**src/rtl/conv_mac_pipe.sv**
```systemverilog
// Pipelined signed/unsigned multiply-accumulate over first/last-delimited groups; result NUM_STAGE+1 cycles after last beat.
// Backpressure: a held result (out_valid && !out_ready) freezes the whole pipeline and drops in_ready.
module conv_mac_pipe #(
  parameter int DIN0_WIDTH = 8,
  parameter int DIN1_WIDTH = 13,
  parameter int NUM_STAGE  = 3,
  parameter int ACC_WIDTH  = 32,
  parameter int SIGNED     = 0
) (
  input  logic                  ap_clk,
  input  logic                  ap_rst_n,
  input  logic                  in_valid,
  output logic                  in_ready,
  input  logic [DIN0_WIDTH-1:0] din0,
  input  logic [DIN1_WIDTH-1:0] din1,
  input  logic                  acc_first,
  input  logic                  acc_last,
  output logic                  out_valid,
  input  logic                  out_ready,
  output logic [ACC_WIDTH-1:0]  dout,
  output logic                  dout_ovf
);

  localparam int PW   = DIN0_WIDTH + DIN1_WIDTH;
  localparam int LAST = NUM_STAGE - 1;

  logic                 stall;
  logic [PW-1:0]        prod_raw;
  logic [ACC_WIDTH-1:0] prod_ext;

  logic [ACC_WIDTH-1:0] st_prod [NUM_STAGE];
  logic [NUM_STAGE-1:0] st_vld;
  logic [NUM_STAGE-1:0] st_first;
  logic [NUM_STAGE-1:0] st_last;

  logic [ACC_WIDTH-1:0] acc_q;
  logic                 acc_ovf_q;
  logic                 acc_empty;

  logic                 start;
  logic                 add_ovf;
  logic [ACC_WIDTH:0]   sum_w;
  logic [ACC_WIDTH-1:0] acc_nxt;
  logic                 ovf_nxt;
  logic                 tail_vld;
  logic                 tail_last;
  logic [ACC_WIDTH-1:0] tail_prod;

  assign stall    = out_valid && !out_ready;
  assign in_ready = !stall;

  generate
    if (SIGNED != 0) begin : g_signed
      assign prod_raw = PW'($signed(din0)) * PW'($signed(din1));
      assign prod_ext = ACC_WIDTH'($signed(prod_raw));
    end else begin : g_unsigned
      assign prod_raw = PW'(din0) * PW'(din1);
      assign prod_ext = ACC_WIDTH'(prod_raw);
    end
  endgenerate

  // Product and its group flags move as one unit; the whole line freezes on stall.
  always_ff @(posedge ap_clk or negedge ap_rst_n) begin
    if (!ap_rst_n) begin
      st_vld   <= '0;
      st_first <= '0;
      st_last  <= '0;
      for (int i = 0; i < NUM_STAGE; i++) st_prod[i] <= '0;
    end else if (!stall) begin
      st_vld[0]   <= in_valid;
      st_first[0] <= acc_first;
      st_last[0]  <= acc_last;
      st_prod[0]  <= prod_ext;
      for (int i = 1; i < NUM_STAGE; i++) begin
        st_vld[i]   <= st_vld[i-1];
        st_first[i] <= st_first[i-1];
        st_last[i]  <= st_last[i-1];
        st_prod[i]  <= st_prod[i-1];
      end
    end
  end

  assign tail_vld  = st_vld[LAST];
  assign tail_last = st_last[LAST];
  assign tail_prod = st_prod[LAST];

  always_comb begin
    start   = st_first[LAST] || acc_empty;
    sum_w   = {1'b0, acc_q} + {1'b0, tail_prod};
    add_ovf = 1'b0;
    if (SIGNED != 0)
      add_ovf = (acc_q[ACC_WIDTH-1] == tail_prod[ACC_WIDTH-1]) &&
                (sum_w[ACC_WIDTH-1] != acc_q[ACC_WIDTH-1]);
    else
      add_ovf = sum_w[ACC_WIDTH];
    acc_nxt = start ? tail_prod : sum_w[ACC_WIDTH-1:0];
    ovf_nxt = start ? 1'b0 : (acc_ovf_q || add_ovf);
  end

  // acc_empty makes the first beat after a result or reset load, whatever its first flag.
  always_ff @(posedge ap_clk or negedge ap_rst_n) begin
    if (!ap_rst_n) begin
      acc_q     <= '0;
      acc_ovf_q <= 1'b0;
      acc_empty <= 1'b1;
      out_valid <= 1'b0;
      dout      <= '0;
      dout_ovf  <= 1'b0;
    end else if (!stall) begin
      if (tail_vld) begin
        acc_q     <= acc_nxt;
        acc_ovf_q <= ovf_nxt;
        acc_empty <= tail_last;
      end
      out_valid <= tail_vld && tail_last;
      if (tail_vld && tail_last) begin
        dout     <= acc_nxt;
        dout_ovf <= ovf_nxt;
      end
    end
  end

endmodule

```
**config.mk**
```make
export PLATFORM = sky130hd
export DESIGN_NAME = conv_mac_pipe
export DESIGN_NICKNAME = d
export VERILOG_FILES = /design/src/rtl/conv_mac_pipe.sv
export SDC_FILE = /design/constraint.sdc
export NUM_CORES = 1
export LEC_CHECK = 0
export BUFFER_PORTS_ARGS = -buffer_cell sky130_fd_sc_hd__buf_2
export CORE_ASPECT_RATIO = 0.75
export CORE_MARGIN = 3
export CORE_UTILIZATION = 25
export CTS_CLUSTER_DIAMETER = 30
export DETAILED_ROUTE_END_ITERATION = 10
export PLACE_DENSITY = 0.48
export SYNTH_ARGS = -nofsm -noshare
export SYNTH_HDL_FRONTEND = slang
export SYNTH_SLANG_ARGS = --single-unit
```
**constraint.sdc**
```tcl
create_clock -name ap_clk -period 2.9 [get_ports ap_clk]
set_input_delay 0.145 -clock ap_clk [delete_from_list [all_inputs] [get_ports ap_clk]]
set_output_delay 0.145 -clock ap_clk [all_outputs]
set_load 0.03 [all_outputs]
```
# Word-level counts from Yosys, hierarchy flattened
# Cells that the tools add are included.
# totals
ff_bits	140
input_bits	27
output_inout_bits	35
wordCells	25
# op_classes
addsub	1
n_bitwise	1
mux	2
n_mul	1
reduce_logical	8
# op_table
op	count
$add 32x21->33	1
$mux 32	1
$mul 8x13->21	1
$reduce_and 2->1	2
$logic_and 1x1->1	2
$logic_not 1->1	2
$logic_or 1x1->1	2
$mux 1	1
$not 1->1	1

# Logic depth before layout (Yosys ltp)
# logic_depth
ltp_word	4
mapped_depth	19
mapped_depth_nobuf	18

# Least setup slack after synthesis
# No wires, ideal clock.
# synth_path
path_kind	input to register
start	input port din0[7]
end	register st_prod[81] in the netlist's numbering
n_path_buf	1
setup_ns	0.154
cell_stages	17
slack_ns	-1.539
required_time_ns	2.746
arrival_time_ns	4.286
cell_sequence	clkbuf_1 -> nand2_1 -> fa_1 -> fa_1 -> inv_1 -> fa_1 -> inv_1 -> fa_1 -> inv_1 -> ha_1 -> o21ai_0 -> a21oi_1 -> o41ai_1 -> o311ai_0 -> o21ai_0 -> xor2_1 -> a21oi_1
# synth_via
elab_chain_cells	1
# synth_lines
element	line	text
start, declared	14	input logic [DIN0_WIDTH-1:0] din0,
$mul 8x13->21	57	assign prod_raw = PW'(din0) * PW'(din1);
end signal, assigned by index	78	st_prod[i] <= st_prod[i-1];
end, declared	31	logic [ACC_WIDTH-1:0] st_prod [NUM_STAGE];
# Every way passes these cells.
# A chain may end at the register's enable or synchronous reset.

# Worst setup path after layout
# layout_path
start	input port din0[7]
end	register st_prod[78] in the netlist's numbering
# The elaborated chain is that of the path after synthesis.

==> impl_results.md <==
- Status: finished, violations left
- Violated checks: negative setup slack
- Gr ovfl total: 0
- Pins Over Slew Limit: 0
- First-pass GRT wire length: about 45 mm
- Layout cells sized above 1: approximately 27%
- Hpwl dp: 19.0 mm
- Critical Path End Type: flop
- RD Place Congestion: 0.823
- GR Layer Usage met2: between 20 and 25%
- Layout area overhead: 32.9%
- Sequential fraction of the synthesis area: 34.7%
- Residual DRC count: 0
- Post-Synthesis Cells: 1157
- CTS tree: built
- Max cap viols: 0
- Max_slew headroom: a little under half
- Slowest stage delay, CP: 530 ps
- Syn. warnings: 0
- Ports: 62
- # H-tree levels: 4
- Peak fanout along the critical path: 6
- Average cell area after synthesis: 8.73 um2
- GRT Max-Usage Layer: met2
- GRT Total Usage: 12.7%
- Post-synth EDFFs: 0
- Post-detailed-route wirelength per cell: 14.0 um
- CTS clk-pin slew, worst paths: 60 ps
- Minimum clock period: 3810 ps
- Clock Latency Late Sink: ~430 ps
- Total power: 15.0 mW
- Post-synth ARST share: 100%
- CP top delay family: adder cells
- Initial Util: 25.4%
- Final WS setup: -914 ps
- Final #Nets: approximately 1.5k
- Vias per cell: 4.50
- Detailed-route via count: 8289
- GRT met3 Usage: 2.42%
- Final Skew: approximately 11 ps
- Cell Rows: 63
- HP Class: input pin to flop
- P_leak: 6.39 nW
- Met1 Usage GRT: a little under a fifth
- Vias in the first global route: 8831
- Final period utilization: 132%
- R2R setup slack: -150 ps
- Root Driver: clkbuf_16
- Worst Tran Pin Value: between 800 and 900 ps
- RSZ-0062 raised after global routing: true
- DRT Wirelength: 25.8 mm
- Diode count: 0
- Area of the mapped netlist: roughly 10000 um2
- Max IR drop VDD: 0.509 mV
- Die span in x: 238 um
- Critical setup path kind: input pin to flop
- Predominant post-synthesis flop cell: dfrtp_1
- Slowest cell on crit path: fa_1
- Crit-path cells: buf_8, buf_6, buf_6, nand2_2, fa_1, fa_1, inv_2, fa_1, inv_1, fa_1, inv_2, ha_4, nor3_4, o21ai_2, a31oi_4, buf_6, buf_6, o21ai_4, o41ai_2, xor2_1, a21oi_1
- Critical Path AT: 4100 ps
- Clk buf depth: 2
- Die Ht: 180 um
- Detail Route Antenna Nets: 0
- Netlist cell types: just under 60
- F_max: 262 MHz
- Num Clock Sinks: 140
- Register bit total from synthesis: 140
- Pwr Density: ~1100 nW/um2
- CP required: 3190 ps
- 1st-pass router iterations: 5
- Dpl ws: -1440 ps
- TritonCTS buffer count: 17
- CORE AREA: 39700 um2
- Port bufs: 61
- Syn_nets: 1313
- Final Hold Fails: 0
- Die area: between 40000 and 50000 um2
- Initial DRC count: 382
- Pin count of the biggest net entering global routing: 88
- Final hold slack: between 200 and 250 ps
- Initial antenna violation count: 0
- Crit start category: input pin
- Final Setup Violations: 22
- Buffers & Inverters on Critical Path: 8
## tightest hold or removal path, stage by stage
cell and delay, ps:
buf_2 150, buf_4 150, nand3_1 100, nand2_1 60
## metal layers
metal | share of wire, % | vias up | wire length (um)
met4 | 1.2 | 0 | 298
met1 | 51 | 4087 | 13200
met5 | 0 | - | 0
met3 | 2.5 | 21 | 644
met2 | 45 | 63 | 11700
li1 | - | 4118 | -
## per-stage QoR
| stage | utilization, % | instance area [um2] | setup TNS, ps | instances |
|---|---|---|---|---|
| 2_1_floorplan | - | 10400 | -10350 | 1157 |
| 3_3_place_gp | 30.0 | 11900 | -17400 | 1783 |
| 3_5_place_dp | 30.0 | 11900 | -18480 | 1783 |
| 4_1_cts | 32.3 | 12800 | -9510 | 1823 |
| 5_1_grt | 33.8 | 13400 | -13810 | 1842 |
| 6_report | 33.8 | 13400 | -9740 | 1842 |
## power breakdown
group | total (mW) | leakage (nW) | switching, mW | internal, mW
combinational | 9.41 | 4.37 | 5.17 | 4.24
sequential | 3.39 | 1.73 | 0.588 | 2.81
clock | 2.24 | 0.286 | 0.884 | 1.36
## cell usage after synthesis (2+ instances only)
master / n / area [um2]
nand2_1: 270 / 1010
dfrtp_1: 139 / 3480
inv_1: 97 / 364
and2_1: 82 / 513
o21ai_0: 71 / 355
fa_1: 67 / 1340
ha_1: 62 / 776
nor2_1: 53 / 199
a21oi_1: 51 / 255
clkbuf_1: 49 / 184
nand3_1: 23 / 115
xnor2_1: 17 / 149
a31oi_1: 16 / 100
xor2_1: 16 / 140
o31ai_1: 13 / 97.6
nor3_1: 12 / 60.1
and3_1: 11 / 68.8
a21o_1: 9 / 67.6
a211oi_1: 8 / 60.1
o21a_1: 8 / 60.1
mux2i_1: 7 / 70.1
o211ai_1: 6 / 45.0
o41ai_1: 6 / 52.6
nand2b_1: 5 / 31.3
o31a_1: 5 / 43.8
or3_1: 5 / 31.3
nor2b_1: 4 / 25.0
o21bai_1: 4 / 30.0
a22o_1: 3 / 26.3
buf_1: 3 / 11.3
nand4_1: 3 / 18.8
a21boi_0: 2 / 15.0
a41o_1: 2 / 20.0
mux2_2: 2 / 22.5
nand4b_1: 2 / 17.5
## path summary, 6_finish.rpt
kind	start	end	cells after the start
max in group asynchronous	ap_rst_n	acc_q[16]$_DFFE_PN0P_	3
setup / recovery	din0[7]	st_prod[78]$_DFFE_PN0N_	21
hold / removal	din1[0]	st_prod[64]$_DFFE_PN0N_	4
hold reg to reg	st_prod[32]$_DFFE_PN0N_	st_prod[32]$_DFFE_PN0N_	2
setup reg to reg	acc_q[0]$_DFFE_PN0P_	acc_q[26]$_DFFE_PN0P_	13
min in group asynchronous	ap_rst_n	dout[21]$_DFFE_PN0P_	2
## registers in the layout (all words and copies together), names as in the netlist
name and cells:
acc_empty 1, dout 32, out_valid 1, st_first 3, st_prod 42, st_vld 3
acc_ovf_q 1, tail_prod 21, acc_q 32, dout_ovf 1, st_last 3
## layout make-up
| class | instances | area, um2 |
|---|---|---|
| clock inverter | 8 | 110 |
| multi-input combinational | 866 | 6790 |
| fill | 4155 | 26300 |
| sequential | 140 | 3510 |
| timing repair buffer | 187 | 1510 |
| inverter | 98 | 368 |
| tap | 520 | 651 |
| clock buffer | 23 | 488 |
## layout by cell type (no fill, tap or decap), types with 45 or more instances in the layout
cell       n
o21ai_0   55
and2_1    55
a21oi_1   45
nor2_1    50
nand2_1  266
buf_4     97
inv_1     77
fa_1      57
dfrtp_1  138
buf_2     49
## kinds of logic after synthesis
logic type,count (synthesis),share of synthesized area (%)
AO/OA/AOI/OAI,216,13.4
XOR/XNOR,33,2.86
adder cells (fa/ha/maj),129,21.0
buffers and inverters,151,5.63
flip-flops,140,34.7
multiplexers,9,0.917
AND/OR/NAND/NOR,479,21.5
## timing repair
action | in CTS | in global routing
buffers inserted | 5 | 21
endpoints found under the hold margin | 74 | 0
gates resized for setup | 61 | 106
pin swaps | 53 | 63
hold buffers | 4 | 0
endpoints found under the setup margin | 27 | 46
cloned | 0 | 1
Power figures use the tool's default switching activity.
